[src/rtl/phase_readout.sv]
// Phase readout: synchronizes the oscillator outputs, counts mismatches against oscillator 0
// over a fixed window and resolves one spin bit per oscillator. Optional feature macro: PHASE_COUNTS_EN.
`ifndef PHASE_ADDR_MASK
`define PHASE_ADDR_MASK 32'hFFFF_F000
`endif
`ifndef PHASE_ADDR_BASE
`define PHASE_ADDR_BASE 32'h4000_0000
`endif

module phase_readout #(
    parameter int N           = 8,
    parameter int WINDOW      = 1024,
    parameter int SYNC_STAGES = 2
) (
    input  logic          clk,
    input  logic          axi_rstn,
    input  logic [N-1:0]  osc_in,
    input  logic          wready,
    input  logic [31:0]   wr_addr,
    input  logic [31:0]   wdata,
    input  logic          rd_req,
    input  logic [31:0]   rd_addr,
    output logic [31:0]   rdata,
    output logic          rvalid,
    output logic          busy,
    output logic          done
);

    localparam int CW  = $clog2(WINDOW + 1);
    localparam int CYW = $clog2(WINDOW);
    localparam int NW  = (N + 31) / 32;

    typedef enum logic [1:0] {IDLE, SAMPLE, RESOLVE} state_t;

    state_t          r_state;
    state_t          w_state_nxt;
    logic [N-1:0]    r_sync [SYNC_STAGES];
    logic [N-1:0]    w_s;
    logic [CYW-1:0]  r_cyc;
    logic [CW-1:0]   r_cnt [N];
    logic [N-1:0]    r_spin;
    logic            r_done;
    logic            w_start;
    logic            w_clr;
    logic            w_count;
    logic            w_resolve;
    logic            w_rd_hit;
    logic [11:0]     w_off;
    logic [31:0]     w_rd_data;
    logic [NW*32-1:0] w_spin_pad;
    logic            w_unused_wdata;
`ifdef PHASE_COUNTS_EN
    logic [CW-1:0]   r_cres [N];
`endif

    assign w_unused_wdata = &{1'b0, wdata[31:1]};

    assign w_start = wready && ((wr_addr & `PHASE_ADDR_MASK) == `PHASE_ADDR_BASE)
                     && (wr_addr[11:0] == 12'h000) && wdata[0];

    assign busy = (r_state != IDLE);
    assign done = r_done;
    assign w_s  = r_sync[SYNC_STAGES-1];

    always_ff @(posedge clk or negedge axi_rstn) begin
        if (!axi_rstn) begin
            for (int k = 0; k < SYNC_STAGES; k++) r_sync[k] <= '0;
        end else begin
            r_sync[0] <= osc_in;
            for (int k = 1; k < SYNC_STAGES; k++) r_sync[k] <= r_sync[k-1];
        end
    end

    always_ff @(posedge clk or negedge axi_rstn) begin
        if (!axi_rstn) r_state <= IDLE;
        else           r_state <= w_state_nxt;
    end

    always_comb begin
        w_state_nxt = r_state;
        w_clr       = 1'b0;
        w_count     = 1'b0;
        w_resolve   = 1'b0;
        case (r_state)
            IDLE: begin
                if (w_start) begin
                    w_state_nxt = SAMPLE;
                    w_clr       = 1'b1;
                end
            end
            SAMPLE: begin
                w_count = 1'b1;
                if (r_cyc == CYW'(WINDOW - 1)) w_state_nxt = RESOLVE;
            end
            RESOLVE: begin
                w_resolve   = 1'b1;
                w_state_nxt = IDLE;
            end
            default: w_state_nxt = IDLE;
        endcase
    end

    // Oscillator 0 is the reference, so its own mismatch term is always zero.
    always_ff @(posedge clk or negedge axi_rstn) begin
        if (!axi_rstn) begin
            r_cyc <= '0;
            for (int i = 0; i < N; i++) r_cnt[i] <= '0;
        end else if (w_clr) begin
            r_cyc <= '0;
            for (int i = 0; i < N; i++) r_cnt[i] <= '0;
        end else if (w_count) begin
            r_cyc <= r_cyc + 1'b1;
            for (int i = 0; i < N; i++) r_cnt[i] <= r_cnt[i] + CW'(w_s[i] ^ w_s[0]);
        end
    end

    always_ff @(posedge clk or negedge axi_rstn) begin
        if (!axi_rstn) begin
            r_spin <= '0;
`ifdef PHASE_COUNTS_EN
            for (int i = 0; i < N; i++) r_cres[i] <= '0;
`endif
        end else if (w_resolve) begin
            for (int i = 0; i < N; i++) r_spin[i] <= (r_cnt[i] > CW'(WINDOW / 2));
`ifdef PHASE_COUNTS_EN
            for (int i = 0; i < N; i++) r_cres[i] <= r_cnt[i];
`endif
        end
    end

    always_ff @(posedge clk or negedge axi_rstn) begin
        if (!axi_rstn)      r_done <= 1'b0;
        else if (w_clr)     r_done <= 1'b0;
        else if (w_resolve) r_done <= 1'b1;
    end

    always_comb begin
        w_spin_pad          = '0;
        w_spin_pad[N-1:0]   = r_spin;
    end

    // Read mux sees the result registers before any same-cycle RESOLVE update.
    always_comb begin
        w_rd_hit  = rd_req && ((rd_addr & `PHASE_ADDR_MASK) == `PHASE_ADDR_BASE);
        w_off     = rd_addr[11:0];
        w_rd_data = '0;
        if (w_off == 12'h000) w_rd_data = {30'b0, busy, done};
        for (int w = 0; w < NW; w++) begin
            if (w_off == 12'(4 + 4 * w)) w_rd_data = w_spin_pad[w*32 +: 32];
        end
`ifdef PHASE_COUNTS_EN
        for (int i = 0; i < N; i++) begin
            if (w_off == 12'(256 + 4 * i)) w_rd_data = 32'(r_cres[i]);
        end
`endif
    end

    always_ff @(posedge clk or negedge axi_rstn) begin
        if (!axi_rstn) begin
            rvalid <= 1'b0;
            rdata  <= '0;
        end else begin
            rvalid <= w_rd_hit;
            if (w_rd_hit) rdata <= w_rd_data;
        end
    end

endmodule

[config.mk]
export PLATFORM = sky130hd
export DESIGN_NAME = phase_readout
export DESIGN_NICKNAME = d
export VERILOG_FILES = /design/src/rtl/phase_readout.sv
export SDC_FILE = /design/constraint.sdc
export NUM_CORES = 1
export LEC_CHECK = 0
export CORE_MARGIN = 2
export CORE_UTILIZATION = 51
export CTS_CLUSTER_SIZE = 16
export DETAILED_ROUTE_END_ITERATION = 16
export GPL_TIMING_DRIVEN = 1
export HOLD_SLACK_MARGIN = 0.03
export PLACE_DENSITY_LB_ADDON = 0.05
export SLEW_MARGIN = 20
export SYNTH_ARGS = -nofsm -noshare
export SYNTH_HDL_FRONTEND = slang
export SYNTH_SLANG_ARGS = --single-unit
[constraint.sdc]
create_clock -name clk -period 2.6 [get_ports clk]
set_clock_uncertainty 0.1 [all_clocks]
set_input_delay 0.39 -clock clk [delete_from_list [all_inputs] [get_ports clk]]
set_output_delay 0.39 -clock clk [all_outputs]
set_load 0.02 [all_outputs]
Yosys cells after proc, flatten, opt, wreduce, memory -nomap -nowiden
Index checks and enable logic that the tools add are counted.
Word-level totals
  register bits: 158
  bits in latches: 0
  bits in writable memories: 0
  ROM bits: 0
  input bits: 108
  output and inout bits: 35
  memories kept: 0
Operators by class
  $add $sub $neg: 9
  $mul: 0
  div/mod/pow operators: 0
  $lt $le $gt $ge: 8
  equality and inequality tests: 8
  shift operators: 0
  mux-type cells: 15
  bitwise operators: 8
  reduce and logical (&&, ||, !) cells: 11
Operators with widths (number)
  88-bit two-way mux: 2
  11-bit by 1-bit adder with 11-bit output: 8
  11-bit by 10-bit greater-than comparator with 1-bit output (second input constant): 8
  20-bit by 19-bit equality test with 1-bit output (second input constant): 2
  12-bit logical NOT: 2
  10-bit two-way mux: 2
  12-bit by 3-bit equality test with 1-bit output (second input constant): 1
  10-bit by 1-bit adder with 10-bit output (second input constant): 1
  10-bit equality test (second input constant): 1
  8-bit two-way mux: 1
  1-bit XOR: 8
  1-bit two-way mux: 6
  2-bit two-way mux: 3
  2-bit nonzero test: 3
  1-bit logical AND: 4
  2-bit inequality test (second input constant): 2
  2-bit case mux with 2 select lines: 1
  2-bit by 1-bit equality test with 1-bit output (second input constant): 1
  2-bit equality test (second input constant): 1
  2-bit logical NOT: 1
  2-bit AND reduction: 1

Depth between registers and ports, before layout
  word-level depth: 7
  gate-level depth with buffers: 8
  depth with buffers taken out: 7

Least setup slack after synthesis
OpenSTA, ideal clock, no wires.
  path kind: register to register
  start point: register r_sync, in the netlist w_s[0]
  end point: register r_cnt[52] (netlist name)
  library setup time: 83 ps
  data arrival time: 2175 ps
  data required time: 2417 ps
  slack: 242 ps
  cell stages (with the launch flop): 9
  path through: dfrtp_1 clkbuf_1 xor2_1 ha_1 ha_1 inv_1 or4_1 or3_1 o21ai_0
Between the ends
  longest elaborated chain between the ends: 4
RTL lines
  from (decl): RTL line 37  | logic [N-1:0] r_sync [SYNC_STAGES];
  1-bit XOR: RTL line 113  | for (int i = 0; i < N; i++) r_cnt[i] <= r_cnt[i] + CW'(w_s[i] ^ w_s[0]);
  11-bit by 1-bit adder with 11-bit output: RTL line 113
  88-bit two-way mux: RTL line 111  | end else if (w_count) begin
  88-bit two-way mux: RTL line 108  | end else if (w_clr) begin
  to (decl): RTL line 40  | logic [CW-1:0] r_cnt [N];
Every way passes these cells. The select of a mux whose other input is x is not followed.
A chain may end at the register's enable or synchronous reset.

Worst setup path after layout
  start point: input wr_addr[25]
  end point: register r_cnt[43] (netlist name)
Between the ends
  longest elaborated chain between the ends: 7
RTL lines
  from (decl): RTL line 19  | input logic [31:0] wr_addr,
  20-bit by 19-bit equality test with 1-bit output (no line) *
  1-bit logical AND * (3 in a row): RTL line 58  | assign w_start = wready && ((wr_addr & `PHASE_ADDR_MASK) == `PHASE_ADDR_BASE)
  1-bit two-way mux *: RTL line 86  | if (w_start) begin
  1-bit two-way mux *: RTL line 84  | case (r_state)
  88-bit two-way mux / 2-bit nonzero test (equally long branches)
Every way passes the cells marked *; elsewhere a longest branch is shown, timed or not.

==> metrics.txt <==
# TYPE chip_impl_metric gauge
chip_impl_metric{name="cts_buffers",unit=""} 17
chip_impl_metric{name="power_frac_comb",unit=""} 0.071
chip_impl_metric{name="global_route.overflow_total",unit=""} 0
chip_impl_metric{name="synth.top_cell.area_share",unit=""} 0.4761
chip_impl_metric{name="fin_area",unit="mm2"} 0.008065
chip_impl_metric{name="seq_area_frac_synth",unit=""} 0.4761
chip_impl_metric{name="total_switching_power",unit="W"} 0.0009613
chip_impl_metric{name="vias",unit=""} 5514
chip_impl_info{name="synth_flop_cell",value="sky130_fd_sc_hd__dfrtp_1"} 1
chip_impl_metric{name="dp_hpwl",unit="um"} 10370
chip_impl_metric{name="dr_drc_count",unit=""} 0
chip_impl_info{name="critPathLaunch",value="wr_addr[25]"} 1
chip_impl_metric{name="start_util",unit=""} 0.5273
chip_impl_metric{name="port_buffers",unit=""} 87
chip_impl_metric{name="postSynthCellCount",unit=""} 699
chip_impl_metric{name="power-per-cell-area",unit="mW/mm2"} 540.4
chip_impl_metric{name="numPlacedInstances",unit=""} 943
chip_impl_metric{name="reg2reg_slack",unit="ns"} 0.22
chip_impl_metric{name="cp.arrival",unit="ns"} 2.64
chip_impl_metric{name="drive_gt1_frac",unit=""} 0.07673
chip_impl_info{name="timing.critical_path.from_type",value="input pin"} 1
chip_impl_info{name="unrepaired_setup_endpoints_after_global_routing",value="no"} 1
chip_impl_info{name="setup.worst_path.end_class",value="register"} 1
chip_impl_info{name="cp-endpoint",value="r_cnt[43]"} 1
chip_impl_metric{name="report.power.total",unit="W"} 0.004358
chip_impl_metric{name="pin_count_of_the_biggest_net_entering_global_routing",unit=""} 43
chip_impl_metric{name="routed_wire_length_per_instance",unit="um"} 14.89
chip_impl_metric{name="async_reset_ff_frac",unit=""} 1.000
chip_impl_metric{name="fin_nets",unit=""} 918
chip_impl_metric{name="gp_congestion",unit=""} 0.8472
chip_impl_metric{name="utilization",unit=""} 0.6632
chip_impl_metric{name="number_of_flops_mapped_to_enable_cells_by_yosys",unit=""} 0
chip_impl_metric{name="maxCapViolations",unit=""} 0
chip_impl_metric{name="min_period",unit="ns"} 2.459
chip_impl_metric{name="power_leakage",unit="nW"} 3.470
chip_impl_metric{name="die_width",unit="um"} 116.1
chip_impl_info{name="timing.setup.critical_path_class",value="input pin to register"} 1
chip_impl_info{name="tritoncts",value="done"} 1
chip_impl_metric{name="grt_use_total",unit=""} 0.2319
chip_impl_metric{name="power.clock.fraction",unit=""} 0.489
chip_impl_metric{name="yosysWarnings",unit=""} 0
chip_impl_metric{name="internal-power",unit="W"} 0.003397
chip_impl_metric{name="area_delta_synth_final",unit="%"} 25.78
chip_impl_metric{name="clkLatencyLatePin",unit="ns"} 0.42
chip_impl_metric{name="syn-cell-area",unit="mm2"} 0.006412
chip_impl_info{name="crit_path_cell_trace",value="clkdlybuf4s50_1, or4_1, or4_1, buf_4, nor3_4, buf_12, o21ai_0"} 1
chip_impl_info{name="r2r_start",value="w_s[0]"} 1
chip_impl_info{name="cts.root.buffer_cell",value="sky130_fd_sc_hd__clkbuf_16"} 1
chip_impl_metric{name="timing.critical_path.slowest_cell_delay",unit="ns"} 0.56
chip_impl_metric{name="cts_setup_buffers",unit=""} 0
chip_impl_info{name="worst_path_most_repeated_cell",value="sky130_fd_sc_hd__or4_1"} 1
chip_impl_metric{name="worst_path_clk_slew",unit="ns"} 0.05
chip_impl_metric{name="path_max_fanout",unit=""} 18
chip_impl_metric{name="antenna-diode-count",unit=""} 0
chip_impl_info{name="outcome",value="finished, final reports clean"} 1
chip_impl_metric{name="count_of_state_elements_after_synthesis",unit=""} 122
chip_impl_metric{name="die_height",unit="um"} 116.1
chip_impl_metric{name="cts_resized",unit=""} 0
chip_impl_metric{name="cts.htree.levels",unit=""} 4
chip_impl_info{name="min-delay-path-class",value="register to register"} 1
chip_impl_metric{name="design.die.area",unit="mm2"} 0.01349
chip_impl_metric{name="grt_pass1_wl",unit="um"} 24370
chip_impl_metric{name="detailedRoute.firstIterationViolations",unit=""} 306
chip_impl_metric{name="grt_pass1_vias",unit=""} 5190
chip_impl_metric{name="avgSynthCellArea",unit="um2"} 9.174
chip_impl_metric{name="slew_headroom",unit=""} 0.6102
chip_impl_info{name="synth_area_leaders",value="sky130_fd_sc_hd__dfrtp_1 48%, sky130_fd_sc_hd__o21ai_0 4.9%, sky130_fd_sc_hd__nand2_1 4.1%, sky130_fd_sc_hd__nand3_1 3.7%, sky130_fd_sc_hd__buf_4 2.9%"} 1
chip_impl_metric{name="worst-endpoint-required",unit="ns"} 2.78
chip_impl_metric{name="timing.hold.ws",unit="ns"} 0.2452
chip_impl_metric{name="switching_share",unit=""} 0.2206
chip_impl_metric{name="design.portCount",unit=""} 143
chip_impl_metric{name="hold_depth",unit=""} 0
chip_impl_metric{name="maxClockFrequency",unit="GHz"} 0.4066
chip_impl_metric{name="area_inside_the_core_boundary",unit="mm2"} 0.01216
chip_impl_metric{name="firstDrtPassIters",unit=""} 5
chip_impl_metric{name="finish.cell_count_without_fillers",unit=""} 976
chip_impl_metric{name="critical_path_buf_inv_count",unit=""} 3
chip_impl_info{name="crit_path_top_delay_cell",value="sky130_fd_sc_hd__or4_1"} 1
chip_impl_metric{name="pwr-share-seq",unit=""} 0.441
chip_impl_metric{name="synth.distinct_cells",unit=""} 54
chip_impl_metric{name="route.detailed.vias_per_inst",unit=""} 5.650
chip_impl_metric{name="worst_slew_pin_slew",unit="ns"} 0.5848
chip_impl_metric{name="reg2regPathDepth",unit=""} 7
chip_impl_metric{name="timing_max_transition_violations_final",unit=""} 0
chip_impl_metric{name="routed_wl",unit="um"} 14530
chip_impl_metric{name="crit_cells",unit=""} 7
chip_impl_info{name="crit_family",value="simple AND/OR/NAND/NOR gates"} 1
chip_impl_info{name="yosysTopAreaCell",value="sky130_fd_sc_hd__dfrtp_1"} 1
chip_impl_metric{name="peakVddDrop",unit="V"} 0.0004853
chip_impl_metric{name="timing_hold_violations_final",unit=""} 0
chip_impl_metric{name="timing.final.crit_share",unit=""} 0.9459
chip_impl_metric{name="antenna_left",unit=""} 0
chip_impl_metric{name="timing.final.setup_violations",unit=""} 0
chip_impl_metric{name="antenna_found_initial",unit=""} 0
chip_impl_metric{name="clock-sinks",unit=""} 122
chip_impl_info{name="critical_path.reg2reg.endpoint",value="r_cnt[43]"} 1
chip_impl_metric{name="placed_instance_area",unit="mm2"} 0.007511
chip_impl_metric{name="floorplan.rows",unit=""} 40
chip_impl_metric{name="clock_tree.buffer_depth",unit=""} 2
## cell usage after synthesis, types with 4 or more instances
cell and instances:
sky130_fd_sc_hd__nor3_1 16, sky130_fd_sc_hd__ha_1 15, sky130_fd_sc_hd__o211ai_1 23, sky130_fd_sc_hd__a31o_1 4, sky130_fd_sc_hd__o311ai_0 5, sky130_fd_sc_hd__nor2b_1 6
sky130_fd_sc_hd__buf_4 25, sky130_fd_sc_hd__nor2_1 36, sky130_fd_sc_hd__o21bai_1 4, sky130_fd_sc_hd__a21oi_1 12, sky130_fd_sc_hd__or3_1 24, sky130_fd_sc_hd__buf_2 6
sky130_fd_sc_hd__clkbuf_1 22, sky130_fd_sc_hd__inv_1 49, sky130_fd_sc_hd__and3_1 10, sky130_fd_sc_hd__nor4_1 24, sky130_fd_sc_hd__or4_1 10, sky130_fd_sc_hd__xor2_1 10
sky130_fd_sc_hd__a311oi_1 5, sky130_fd_sc_hd__a41oi_1 5, sky130_fd_sc_hd__a22o_1 6, sky130_fd_sc_hd__nand4_1 20, sky130_fd_sc_hd__dfrtp_1 122, sky130_fd_sc_hd__o31ai_1 10
sky130_fd_sc_hd__o21ai_0 63, sky130_fd_sc_hd__mux2i_1 9, sky130_fd_sc_hd__nand3_1 47, sky130_fd_sc_hd__nand2_1 70
## worst min-delay path by stage
stage / start / end / slack [ns]
after floorplan: axi_rstn / done / -0.006
after global placement: r_sync[15] / w_s[7] / 0.23
after detailed placement: r_sync[9] / w_s[1] / 0.23
after CTS: r_sync[9] / w_s[1] / 0.25
after global routing: r_sync[11] / w_s[3] / 0.25
final: r_sync[10] / w_s[2] / 0.25
## worst reg2reg max path, stage by stage, from the launching register on
cell and delay [ns]:
sky130_fd_sc_hd__dfrtp_1 0.49, sky130_fd_sc_hd__xor2_1 0.27, sky130_fd_sc_hd__ha_1 0.24, sky130_fd_sc_hd__ha_1 0.20
sky130_fd_sc_hd__nand3_1 0.11, sky130_fd_sc_hd__nor2_1 0.17, sky130_fd_sc_hd__or4b_2 0.58, sky130_fd_sc_hd__o21ai_0 0.12
## layout by cell type (no fill, tap or decap), drive strengths merged, types with 11 or more instances in the layout
master         netlist  final
nand4               20     20
or3                 24     24
inv                 49     49
dfrtp              122    122
nor3                17     17
nand3               47     47
a21oi               12     12
o31ai               11     11
nor4                24     24
nand2               70     70
o21ai               64     64
buf                 33     24
clkdlybuf4s50        0     86
ha                  15     15
clkbuf              24     24
conb                 1     24
nor2                36     36
o211ai              23     23
## logic make-up after synthesis
| logic type | after synthesis | share of synthesized area |
|---|---|---|
| flip-flops | 122 | 0.4761 |
| adder cells (fa/ha/maj) | 15 | 0.02927 |
| multiplexers | 9 | 0.01405 |
| XOR/XNOR | 13 | 0.01776 |
| buffers and inverters | 106 | 0.07825 |
| AND/OR/NAND/NOR | 282 | 0.2289 |
| AO/OA/AOI/OAI | 151 | 0.1551 |
| other | 1 | 0.0005848 |
## area by class of cell
type                    instances  area [um2]
flip-flops and latches        122        3053
fillers                       985        4096
well taps                     168       210.2
clock buffers                  24       501.7
multi-input cells             494        2960
inverters                      49       183.9
clock inverters                 8       42.54
repair buffers                111        1114
## repair_timing
item / CTS / global route
setup endpoints to repair: 0 / 0
hold endpoints to repair: 39 / 0
hold buffers: 1 / 0
## registers in the layout (all words and copies together), names as in the netlist
name,cells
r_cnt,77
r_cyc,10
r_sync,8
rdata,8
w_s,8
r_spin,7
r_state,2
done,1
rvalid,1
## through the flow
stage	setup TNS, ns	setup WS [ns]
final	0	0.1407
after global routing	0	0.01438
after CTS	0	0.1401
after detailed placement	-17.57	-0.2902
after global placement	-13.34	-0.2454
after floorplan	0	0.2421
## power groups by stage
stage,sequential [W],combinational [W],clock [W]
2_1_floorplan,0.00195,0.000152,0
3_3_place_gp,0.00195,0.000304,0
3_5_place_dp,0.00195,0.000309,0
4_1_cts,0.00192,0.000312,0.00217
5_1_grt,0.00192,0.000346,0.00226
6_report,0.00192,0.000309,0.00213
## layer usage
layer	wire length (um)	part of all wire	track usage
met3	785	0.054	0.05189
met1	6628	0.46	0.3078
met2	6933	0.48	0.3727
met4	183	0.013	0.09444
met5	0	0	0
Note: power is estimated with default switching activity, not from simulation.
==> RTL change (same settings) <==
Reset style: synchronous (`axi_rstn`), changed in 6 clocked blocks.
--- a/src/rtl/phase_readout.sv
+++ b/src/rtl/phase_readout.sv
@@ -64,3 +64,3 @@
 
-    always_ff @(posedge clk or negedge axi_rstn) begin
+    always_ff @(posedge clk) begin
         if (!axi_rstn) begin
@@ -73,3 +73,3 @@
 
-    always_ff @(posedge clk or negedge axi_rstn) begin
+    always_ff @(posedge clk) begin
         if (!axi_rstn) r_state <= IDLE;
@@ -103,3 +103,3 @@
     // Oscillator 0 is the reference, so its own mismatch term is always zero.
-    always_ff @(posedge clk or negedge axi_rstn) begin
+    always_ff @(posedge clk) begin
         if (!axi_rstn) begin
@@ -116,3 +116,3 @@
 
-    always_ff @(posedge clk or negedge axi_rstn) begin
+    always_ff @(posedge clk) begin
         if (!axi_rstn) begin
@@ -130,3 +130,3 @@
 
-    always_ff @(posedge clk or negedge axi_rstn) begin
+    always_ff @(posedge clk) begin
         if (!axi_rstn)      r_done <= 1'b0;
@@ -157,3 +157,3 @@
 
-    always_ff @(posedge clk or negedge axi_rstn) begin
+    always_ff @(posedge clk) begin
         if (!axi_rstn) begin
Function: differs if axi_rstn is asserted again (counterexample within 4 cycles, from zero or initial values and one cycle with axi_rstn low); with axi_rstn held inactive, the same outputs for 10 cycles.
==> RTL change against the unedited design <==
  * The run now ends with DRC left
  * Wire length down 16%
  * Sequential cell count stayed put
  * Via count shrank 18%
  * Power grew 6.8%
  * Largest cell class unchanged
  * Final area decreased by 5.0%
  * Critical path type unchanged
  * Fmax down 1.9%
  * Worst setup slack worse by 47 ps
  * Synthesized area down 5.7%
  * Critical path depth down 1
==> RTL change: results (changes against the unedited design) <==
stage,metric,value,unit,change
timing,Min Hold Slack,335,ps,+90.0 ps
pwr,Cell Int Power,3.66,mW,+7.8%
setup_path,worst r2r path cells,5,,-2
setup_path,crit path from,wr_addr[18],,
timing,Final min period,2510,ps,+47.3 ps
timing,Slew Limit Headroom,66.2,%,+5.2 points
route,Post-route DRC,2,,+2
status,run status,finished with violations,,
final_layout,layout cell share with drive strength beyond 1,7.78,%,+0.11 points
yosys,"Avg Cell Area, Syn",10.4,sq um,+14%
grt,vias in the first global route,4427,,-15%
pwr,Pleak,2.80,nW,-19%
grt,first-pass GRT wire length,20.5,mm,-16%
route,drt initial violations,383,,+25%
yosys,"EDFF count, synth",77,,+77
status,failing checks,DRC,,
grt,met1 usage,26.6,%,-4.2 points
placed_design,dpl cell area,7110,sq um,-5.4%
route,drt pass-1 iters,11,,+6
route,met2 wire length,5.64,mm,-19%
yosys,Synth cell types,37,,-31%
route,per-cell routed wire length,14.6,microns,-2.0%
grt,largest net degree at the start of global routing,39,,-9.3%
min_path,hold endpoint,r_sync[0][14],,
grt,GR Util met3,5.52,%,+0.33 points
setup_path,R2R Path Start,r_state[0],,
clock_network,clock latency on the worst-skew pair,400,ps,-20 ps
route,Detail Route met3 WL,783,microns,-0.25%
setup_path,crit path DAT,2520,ps,-120 ps
setup_path,worst setup path end,r_cnt[0][27],,
pwr,maximum vdd ir drop,0.000394,V,-19%
placed_design,post-DP HPWL,8.71,mm,-16%
yosys,Synth Area in Compound Gates,4.38,%,-11 points
yosys,Post-Synth Adder-Cell Area,3.10,%,+0.18 points
yosys,post-synthesis mux area share,0.352,%,-1.1 points
final_layout,top flop regs,"r_cnt: 77 flops, r_sync: 16 flops, r_cyc: 10 flops",,
min_path,hold depth,1,,+1
route,vias post-DR,4498,,-18%
grt,Total GRT Usage,20.1,%,-3.1 points
## RTL change: cell count changes in the layout (fill, tap and decap cells not counted), sizes merged, moves of 42 or more
cell and change:
dfxtp +45, o21ai -44, nand2 -46, edfxtp +77, nor2 +45, xor2 +42, inv -48, dfrtp -122
## RTL change: power by group through the flow
stage / Sequential [mW] / Combinational (mW) / Clock, mW
finish: 2.16 / 0.296 / 2.20
detailed placement: 2.20 / 0.297 / 0
floorplan: 2.19 / 0.160 / 0
global route: 2.17 / 0.326 / 2.31
CTS: 2.16 / 0.299 / 2.23
global placement: 2.20 / 0.292 / 0
## RTL change: cell type report
class	instances	area [sq um]	share of cell area, %
repair buffers	102	1050	13.6
flip-flops and latches	122	3210	41.9
clock buffers	17	425	5.55
well taps	143	179	2.33
multi-input cells	436	2660	34.7
inverters	2	7.51	0.0979
clock inverters	15	134	1.75
## RTL change: worst register-to-register path: stages (launching register included)
cell and delay (ps):
dfxtp_1 320, or2_2 370, or4_4 520, o31ai_4 380
or2_4 250, buf_12 150
